`config.mk`:
```
export PLATFORM = sky130hd
export DESIGN_NAME = demux1_to_4_buf
export DESIGN_NICKNAME = d
export VERILOG_FILES = /design/src/rtl/demux_pkg.sv /design/src/rtl/demux_slot.sv /design/src/rtl/demux1_to_4_buf.sv
export SDC_FILE = /design/constraint.sdc
export NUM_CORES = 1
export LEC_CHECK = 0
export BUFFER_PORTS_ARGS = -buffer_cell sky130_fd_sc_hd__buf_4
export CAP_MARGIN = 40
export CORE_ASPECT_RATIO = 0.5
export CORE_MARGIN = 1.5
export CORE_UTILIZATION = 44
export DETAILED_ROUTE_END_ITERATION = 6
export GPL_ROUTABILITY_DRIVEN = 1
export PLACE_DENSITY = 0.84
export RECOVER_POWER = 50
export SLEW_MARGIN = 20
export SYNTH_ARGS = -nofsm -noshare
export SYNTH_HDL_FRONTEND = slang
export SYNTH_HIERARCHICAL = 1
export SYNTH_SLANG_ARGS = --single-unit
export TNS_END_PERCENT = 100
```
`constraint.sdc`:
```
create_clock -name clock -period 1.5 [get_ports clock]
set_clock_uncertainty 0.15 [all_clocks]
set_input_delay 0.45 -clock clock [delete_from_list [all_inputs] [get_ports clock]]
set_output_delay 0.45 -clock clock [all_outputs]
set_load 0.005 [all_outputs]
```
`src/rtl/demux_pkg.sv`:
```
// demux_pkg: shared constants and the channel index type for the 1:4 demux.
package demux_pkg;

   localparam int NUM_CH = 4;
   localparam int CH_W   = 2;

   typedef logic [CH_W-1:0] ch_t;

endpackage : demux_pkg

```
`src/rtl/demux_slot.sv`:
```
// demux_slot: one-entry output buffer for a single demux channel.
// A load on the same edge as a drain replaces the word and keeps valid high.
module demux_slot #(
   parameter int WIDTH = 8
) (
   input  logic             clock,
   input  logic             reset_n,
   input  logic             load,
   input  logic             drain,
   input  logic [WIDTH-1:0] load_data,
   output logic             valid,
   output logic [WIDTH-1:0] data
);

   logic             valid_q;
   logic             valid_d;
   logic [WIDTH-1:0] data_q;
   logic [WIDTH-1:0] data_d;

   // Next state: a load always wins; otherwise a drain empties the slot and data is retained.
   always_comb begin
      valid_d = load | (valid_q & ~drain);
      data_d  = load ? load_data : data_q;
   end

   // Slot register; reset discards any held word and zeroes the data.
   always_ff @(posedge clock or negedge reset_n) begin
      if (!reset_n) begin
         valid_q <= 1'b0;
         data_q  <= '0;
      end else begin
         valid_q <= valid_d;
         data_q  <= data_d;
      end
   end

   assign valid = valid_q;
   assign data  = data_q;

endmodule : demux_slot

```
`src/rtl/demux1_to_4_buf.sv`:
```
// demux1_to_4_buf: routes one valid/ready input stream to one of four
// buffered output channels. The destination is sel by default; defining
// DEMUX_RR_EN ignores sel and distributes words round-robin instead.
module demux1_to_4_buf
   import demux_pkg::*;
#(
   parameter int WIDTH = 8
) (
   input  logic              clock,
   input  logic              reset_n,
   input  logic              in_valid,
   output logic              in_ready,
   input  logic [WIDTH-1:0]  in_data,
   input  logic [1:0]        sel,
   output logic [NUM_CH-1:0] out_valid,
   input  logic [NUM_CH-1:0] out_ready,
   output logic [WIDTH-1:0]  out_data0,
   output logic [WIDTH-1:0]  out_data1,
   output logic [WIDTH-1:0]  out_data2,
   output logic [WIDTH-1:0]  out_data3
);

   ch_t              ch;
   logic             accept;
   logic [NUM_CH-1:0] load;
   logic [NUM_CH-1:0] slot_valid;
   logic [WIDTH-1:0] slot_data [NUM_CH];

`ifdef DEMUX_RR_EN
   ch_t  ptr_q;
   ch_t  ptr_d;
   logic unused_sel;

   assign unused_sel = ^sel;

   // Pointer advances once per accepted word and wraps naturally at 3 -> 0.
   always_comb begin
      ptr_d = accept ? ptr_q + 1'b1 : ptr_q;
   end

   // Round-robin pointer register.
   always_ff @(posedge clock or negedge reset_n) begin
      if (!reset_n) begin
         ptr_q <= '0;
      end else begin
         ptr_q <= ptr_d;
      end
   end

   assign ch = ptr_q;
`else
   assign ch = ch_t'(sel);
`endif

   // Ready follows the destination slot only, so it never depends on in_valid;
   // a slot being drained this cycle can take a new word without a bubble.
   always_comb begin
      in_ready = ~slot_valid[ch] | out_ready[ch];
      accept   = in_valid & in_ready;
   end

   // One-hot load decode toward the selected slot.
   always_comb begin
      load = '0;
      for (int k = 0; k < NUM_CH; k++) begin
         load[k] = accept && (ch == ch_t'(k));
      end
   end

   for (genvar g = 0; g < NUM_CH; g++) begin : g_slot
      demux_slot #(
         .WIDTH (WIDTH)
      ) u_slot (
         .clock     (clock),
         .reset_n   (reset_n),
         .load      (load[g]),
         .drain     (out_ready[g]),
         .load_data (in_data),
         .valid     (slot_valid[g]),
         .data      (slot_data[g])
      );
   end

   assign out_valid = slot_valid;
   assign out_data0 = slot_data[0];
   assign out_data1 = slot_data[1];
   assign out_data2 = slot_data[2];
   assign out_data3 = slot_data[3];

endmodule : demux1_to_4_buf

```
### Yosys cells after proc, flatten, opt, wreduce, memory -nomap -nowiden

Index checks and enable logic that the tools add are counted.

| storage, ports and cells | value |
|---|---|
| memories | 0 |
| word-level logic and storage cells | 36 |
| bits in registers | 36 |
| bits in read-only memories | 0 |
| bits of input ports | 17 |
| bits in latches | 0 |
| output and inout bits | 37 |
| bits in writable memories | 0 |

| cells by class | value |
|---|---|
| reductions and logical operators | 5 |
| muxes and demuxes | 4 |
| $mul | 0 |
| bitwise gates (word level) | 15 |
| div/mod/pow operators | 0 |
| $lt $le $gt $ge | 1 |
| equality and inequality tests | 3 |
| add/sub/neg operators | 0 |
| shifts and indexed selects | 0 |

Operator list:

| kind | count |
|---|---|
| AND 1 bit | 5 |
| inverter 1 bit | 5 |
| OR 1 bit | 5 |
| binary-select mux 1 bit (select 2 bit) | 2 |
| equality test 2 bit (second input constant) | 2 |
| logical AND 1 bit | 4 |
| < comparator 2 x 3 -> 1 bit (second input constant) | 1 |
| equality test 2 x 1 -> 1 bit (second input constant) | 1 |
| zero test 2 bit | 1 |
| two-way mux 1 bit | 2 |

### Depth between registers and ports, before layout

Gate-level depths: netlist (run 1).

| logic depth | value |
|---|---|
| depth after elaboration | 7 |
| gate-level depth with buffers | 4 |
| mapped depth without buffers | 3 |

### Modules after synthesis

The synthesis (run 1) kept the hierarchy.

Modules (own cells, without submodules):

| module | area each (µm²) | instances | seq. area each (µm²) | cells an instance |
|---|---|---|---|---|
| demux_slot | 369.1 | 4 | 225.2 | 20 |
| demux1_to_4_buf | 101.3 | 1 | 0.0 | 9 |

### Worst setup path before layout (run 1)

Ideal clock, no wire load.

| timing path | value |
|---|---|
| kind | input to output |
| from | in out_ready[3] |
| to | out in_ready |
| path buffers | 0 |
| data arrival time | 1029 ps |
| data required time | 900 ps |
| stages on the path | 2 |
| path slack | -129 ps |
| cell sequence | nand2b_4 > mux4_2 |

| between the ends | value |
|---|---|
| cells in the longest elaborated chain, start to end | 3 |

Ends and longest elaborated chain:

| item | line | text |
|---|---|---|
| start: declaration | demux1_to_4_buf.sv:16 | `input logic [NUM_CH-1:0] out_ready,` |
| binary-select mux 1 bit (select 2 bit) | demux1_to_4_buf.sv:58 | `in_ready = ~slot_valid[ch] \| out_ready[ch];` |
| two-way mux 1 bit (implied by the code) | demux1_to_4_buf.sv:58 |  |
| OR 1 bit | demux1_to_4_buf.sv:58 |  |
| end: declaration | demux1_to_4_buf.sv:12 | `output logic in_ready,` |

Every way passes these cells. The select of a mux whose other input is x is not followed.

### Worst setup path after layout (run 1)

| timing path | value |
|---|---|
| from | reg g_slot[3].u_slot.valid_q |
| to | out in_ready |

| between the ends | value |
|---|---|
| cells in the longest elaborated chain, start to end | 4 |

Ends and longest elaborated chain:

| item | line | text |
|---|---|---|
| start: declaration | demux_slot.sv:15 | `logic valid_q;` |
| start signal: assignment | demux_slot.sv:32 | `valid_q <= valid_d;` |
| binary-select mux 1 bit (select 2 bit) | demux1_to_4_buf.sv:58 |  |
| two-way mux 1 bit (implied by the code) | demux1_to_4_buf.sv:58 |  |
| inverter 1 bit | demux1_to_4_buf.sv:58 |  |
| OR 1 bit | demux1_to_4_buf.sv:58 |  |

Every way passes these cells. The select of a mux whose other input is x is not followed.

==> results of run 1 <==
## repair_timing
item	in CTS	in global routing
endpoints found under the setup margin	6	24
setup buffers	1	4
pin swaps	0	2
resized for setup	5	1
endpoints found under the hold margin	36	0
hold buffers	1	0
## cell families after synthesis
| kind of cell | count (synthesis) | share of synthesized area |
|---|---|---|
| simple gates | 8 | 0.0500 |
| buf+inv | 8 | 0.0381 |
| mux | 33 | 0.319 |
| compound gates | 4 | 0.0222 |
| flops | 36 | 0.571 |
## final cells by class
cell class	instances	area (sq um)	share of cell area
Clock buffer	6	72.6	0.0325
Clock inverter	2	35.0	0.0157
Inverter	4	15.0	0.00672
Multi-Input combinational cell	45	623	0.279
Sequential cell	36	901	0.403
Tap cell	51	63.8	0.0285
Timing Repair Buffer	66	526	0.235
## power by group through the flow
stage               Sequential, mW  Combinational (mW)  Clock [mW]
detailed placement            1.30               0.772           0
CTS                           1.28               0.787       0.848
floorplan                     1.30               0.320           0
finish                        1.28               0.771       0.820
global placement              1.29               0.747           0
global route                  1.30               0.820       0.907
## state kept, by name (all words and copies together), names as in the netlist
register	count
g_slot.u_slot/data	32
g_slot.u_slot/valid	4
## how the worst min path moves through the flow
| stage | start | end | depth (start not counted) |
|---|---|---|---|
| floorplan | reset_n | g_slot[0].u_slot/data[0] | 0 |
| global placement | reset_n | g_slot[1].u_slot/data[7] | 1 |
| detailed placement | reset_n | g_slot[1].u_slot/data[7] | 1 |
| CTS | in_data[7] | g_slot[1].u_slot/data[7] | 2 |
| global route | in_data[7] | g_slot[1].u_slot/data[7] | 2 |
| finish | in_data[7] | g_slot[1].u_slot/data[7] | 2 |
## per-layer routing
layer | GRT usage | wire, um | vias up
met3 | 0.0567 | 95 | 2
met5 | 0 | 0 | -
met1 | 0.242 | 1550 | 522
li1 | - | - | 450
met2 | 0.305 | 1770 | 19
met4 | 0.0381 | 11 | 0
## critical path, cell delays in order, from the launching register on
cell and delay (ns):
dfrtp_1 0.40, nand2b_4 0.06, mux4_2 0.47, buf_6 0.13
## layout by cell type (no fill, tap or decap), types with 2 or more instances in the layout
cell type / count
a21o_2: 4
and4b_1: 2
buf_4: 51
buf_6: 6
clkbuf_2: 3
clkbuf_4: 4
clkbuf_8: 5
dfrtp_1: 36
inv_1: 4
mux2_4: 32
nand2b_1: 2
nand2b_4: 2
## synth_stat cells (all sizes together)
cell	n	area share
a21o	4	0.022
and4	1	0.0056
and4b	2	0.013
buf	4	0.029
dfrtp	36	0.57
inv	4	0.0095
mux2	32	0.30
mux4	1	0.014
nand2b	4	0.025
nor4bb	1	0.0063
==> results.json, run 1 <==
{
  "status": "finished with violations",
  "violations": "setup timing",
  "worst_pin_slew_ns": 0.489,
  "endpoint": "in_ready",
  "r2r_setup_slack_ns": -0.13,
  "io_pins": 54,
  "clock_path_buffers": 2,
  "min_period_ns": 1.94,
  "initialDrtViolationCount": 22,
  "cts_max_level": 2,
  "cts.clk_slew.worst_paths_ns": 0.07,
  "avgSynthCellArea_sq_um": 17.7,
  "setup.worst_path.start": "g_slot[3].u_slot/valid",
  "post-route-cell-area_sq_um": 2240,
  "period_share": 1.29,
  "overflow": 0,
  "grt_pass1_wl_mm": 5.18,
  "whs_ns": 0.273,
  "row_count": 15,
  "vias_per_cell": 4.73,
  "synthDistinctLibCells": 11,
  "diodes": 0,
  "initial_utilization": 0.459,
  "hold_violations": 0,
  "ys_seq_elements": 36,
  "worstRegToRegCells": 4,
  "antenna_found_initial": 0,
  "yosys_warnings": 6,
  "relSlewSlack": 0.674,
  "drt-pass1-iter-count": 3,
  "post-dp-hpwl_mm": 2.34,
  "combPwrFrac": 0.268,
  "drcViolationCount": 0,
  "fillCellCount": 254,
  "setup_viol": 31,
  "worstSetupStartpointType": "register",
  "hp-class": "in2reg",
  "worstPathMaxFanout": 2,
  "dr_total_vias": 993,
  "gp_congestion": 0.703,
  "arrival_ns": 1.34,
  "cts_buffers": 5,
  "cap_viol_max_count": 0,
  "cts.sinks": 36,
  "placed_cell_area_sq_um": 2120,
  "leakage_nw": 1.14,
  "power_density_nw_per_um2": 1290,
  "clk_latency_ns": 0.27,
  "p_sw_uw": 677,
  "synth_cells": 89,
  "fin_setup_tns_ns": -3.10,
  "cts_tree": "yes",
  "drive_gt1_frac": 0.704,
  "design.core.area_sq_um": 3430,
  "pwr-share-seq": 0.446,
  "crit_path_end_kind": "output pin",
  "clkPwrFrac": 0.285,
  "fin_cells": 210,
  "rr_endpoint": "g_slot[1].u_slot/data[6]",
  "design_power_total_mw": 2.87,
  "worst-setup-path-type": "reg2out",
  "syn2layout_area_growth_pct": 41.7,
  "wirelength_mm": 3.43,
  "grt_pass1_vias": 990,
  "port_buffers": 53,
  "r2r_start": "g_slot[1].u_slot/valid",
  "die_w_um": 87.7,
  "grt_start_max_net_pins": 37,
  "globalRouteTotalUtil": 0.183,
  "clock-root-buffer": "clkbuf_8",
  "synth_area_sq_um": 1580,
  "final_core_util": 0.651,
  "swShare": 0.236,
  "wl_per_cell_um": 16.3,
  "fp.dieH_um": 45.3,
  "dieArea_sq_um": 3980,
  "worst_slack_ns": -0.436,
  "crit_required_ns": 0.90,
  "place_ws_ns": -0.435,
  "antenna_left": 0,
  "vdd_drop_max_uv": 479,
  "max_freq_ghz": 0.517,
  "internal-power_mw": 2.20,
  "ys_seq_area_frac": 0.571,
  "num-nets-final": 175,
  "place_inst": 199,
  "slew_viol_final": 0,
  "grt_setup_unrepaired": "true",
  "syn_nets": 106
}
No activity file was read; power rests on OpenSTA's default activity.
==> run 2, diff against run 1 <==
- CORE_UTILIZATION: 44 -> 52
- PLACE_DENSITY: 0.84 -> 0.92
- clock period: 1.5 -> 2.5 ns (I/O delays scaled with it)
==> run 2 against run 1 <==
The run now ends clean; cell area shrank 5.5%; critical path depth grew 1; utilization grew 12 points; register-to-register slack gained 0.82 ns; clock power shrank 40%; worst hold slack gained 0.079 ns.
==> results.json, run 2 (synthesized netlist as in run 1, its figures left out) <==
{
  "worstPathMaxFanout": 2,
  "r2r_setup_slack_ns": 0.69,
  "antenna_left": 0,
  "setup_viol": 0,
  "whs_ns": 0.352,
  "multi_input_area_sq_um": 617,
  "r2r_start": "g_slot[1].u_slot/valid",
  "cts_setup_buffers": 0,
  "num-nets-final": 166,
  "worst_pin_slew_ns": 0.865,
  "arrival_ns": 1.58,
  "status": "finished clean",
  "cts.clk_slew.worst_paths_ns": 0.06,
  "row_count": 13,
  "vias_per_cell": 5.14,
  "clock_path_buffers": 2,
  "relSlewSlack": 0.424,
  "path_depth": 4,
  "final_cell_mix": "buf_4 (46), dfrtp_1 (36), mux2_4 (24)",
  "worstRegToRegCells": 4,
  "wirelength_mm": 3.43,
  "drt-pass1-iter-count": 4,
  "io_pins": 54,
  "post-route-cell-area_sq_um": 2110,
  "initial_utilization": 0.577,
  "worst-setup-path-type": "in2out",
  "slew_viol_final": 0,
  "diodes": 0,
  "crit_required_ns": 1.60,
  "drive_gt1_frac": 0.640,
  "power_density_nw_per_um2": 800,
  "clk_latency_ns": 0.28,
  "dr_total_vias": 961,
  "grt_setup_unrepaired": "false",
  "crit_slowest_cell": "mux4_2",
  "grt_start_max_net_pins": 37,
  "dieArea_sq_um": 3390,
  "crit_path_end_kind": "output pin",
  "hold_violations": 0,
  "wl_per_cell_um": 18.3,
  "max_freq_ghz": 0.403,
  "setup.worst_path.start": "out_ready[0]",
  "path_cells": "buf_4 -> nand2b_4 -> mux4_2 -> buf_6",
  "cp_top_family": "multiplexers",
  "syn2layout_area_growth_pct": 33.9,
  "fillCellCount": 170,
  "endpoint": "in_ready",
  "fin_cells": 187,
  "design.core.area_sq_um": 2730,
  "final_common_cell": "buf_4",
  "overflow": 0,
  "cts.sinks": 36,
  "period_share": 0.993,
  "post-dp-hpwl_mm": 2.34,
  "cap_viol_max_count": 0,
  "fp.dieH_um": 42.0,
  "cts_buffers": 5,
  "place_inst": 179,
  "leakage_nw": 1.07,
  "cts_max_level": 2,
  "die_w_um": 80.9,
  "grt_pass1_wl_mm": 5.55,
  "grt_pass1_vias": 1027,
  "min_period_ns": 2.48,
  "vdd_drop_max_uv": 468,
  "largest_reg_flops": 32,
  "seq_area_sq_um": 901,
  "clock-root-buffer": "clkbuf_8",
  "drcViolationCount": 0,
  "hp-class": "reg2reg",
  "rr_endpoint": "g_slot[1].u_slot/data[6]",
  "cpPeakStageDelay_ns": 0.46,
  "globalRouteTotalUtil": 0.234,
  "worstSetupStartpointType": "input pin",
  "gp_congestion": 0.708,
  "cp.buffers_inverters": 2,
  "cts_tree": "yes",
  "final_core_util": 0.773,
  "placed_cell_area_sq_um": 2020,
  "antenna_found_initial": 0,
  "initialDrtViolationCount": 26,
  "port_buffers": 53
}
[run 2: final cells by class]
type                    count  share of cell area
well taps                  37              0.0219
clock inverters             2              0.0166
repair buffers             57               0.201
flip-flops and latches     36               0.427
inverters                   4             0.00711
multi-input cells          45               0.292
clock buffers               6              0.0344
[run 2: repair_timing]
action                     4_1_cts  5_1_grt
hold buffers                     0        0
resized for setup                1        3
setup endpoints to repair        1        1
[run 2: worst min-delay path by stage]
stage / start / end / depth (start not counted) / slack, ns
detailed placement: g_slot[2].u_slot/data[6] / g_slot[2].u_slot/data[6] / 1 / 0.34
finish: g_slot[1].u_slot/data[4] / g_slot[1].u_slot/data[4] / 1 / 0.35
CTS: reset_n / g_slot[1].u_slot/data[1] / 1 / 0.27
global route: g_slot[1].u_slot/data[4] / g_slot[1].u_slot/data[4] / 1 / 0.38
floorplan: reset_n / g_slot[0].u_slot/data[0] / 0 / 0.30
global placement: g_slot[2].u_slot/data[6] / g_slot[2].u_slot/data[6] / 1 / 0.35
[run 2: metrics by stage]
stage	power [mW]	setup WS, ns	setup TNS, ns
global route	1.77	0.00110	0
CTS	1.73	0.00245	0
global placement	1.20	-0.00391	-0.00391
finish	1.69	0.0174	0
floorplan	0.969	0.271	0
detailed placement	1.23	-0.00859	-0.00859
[run 2: worst reg2reg max path: cells and delay by family (launching register included)]
kind | cells | cell delay (ns)
multiplexers | 1 | 0.40
flip-flops | 1 | 0.43
AND/OR/NAND/NOR | 2 | 0.26
buffers and inverters | 1 | 0.46
[run 2: where the power goes]
group	internal, mW	switching (mW)	leakage [nW]
clock network	0.296	0.197	0.0552
registers	0.697	0.0757	0.432
logic	0.290	0.134	0.586
total	1.28	0.407	1.07
[run 2: per-layer routing]
metal  routed length, um  vias to the layer above  GRT usage
met4                  61                        0     0.0966
met2                1790                       28      0.395
met1                1430                      497      0.278
met3                 143                        7     0.0725
met5                   0                        -          0
li1                    -                      429          -
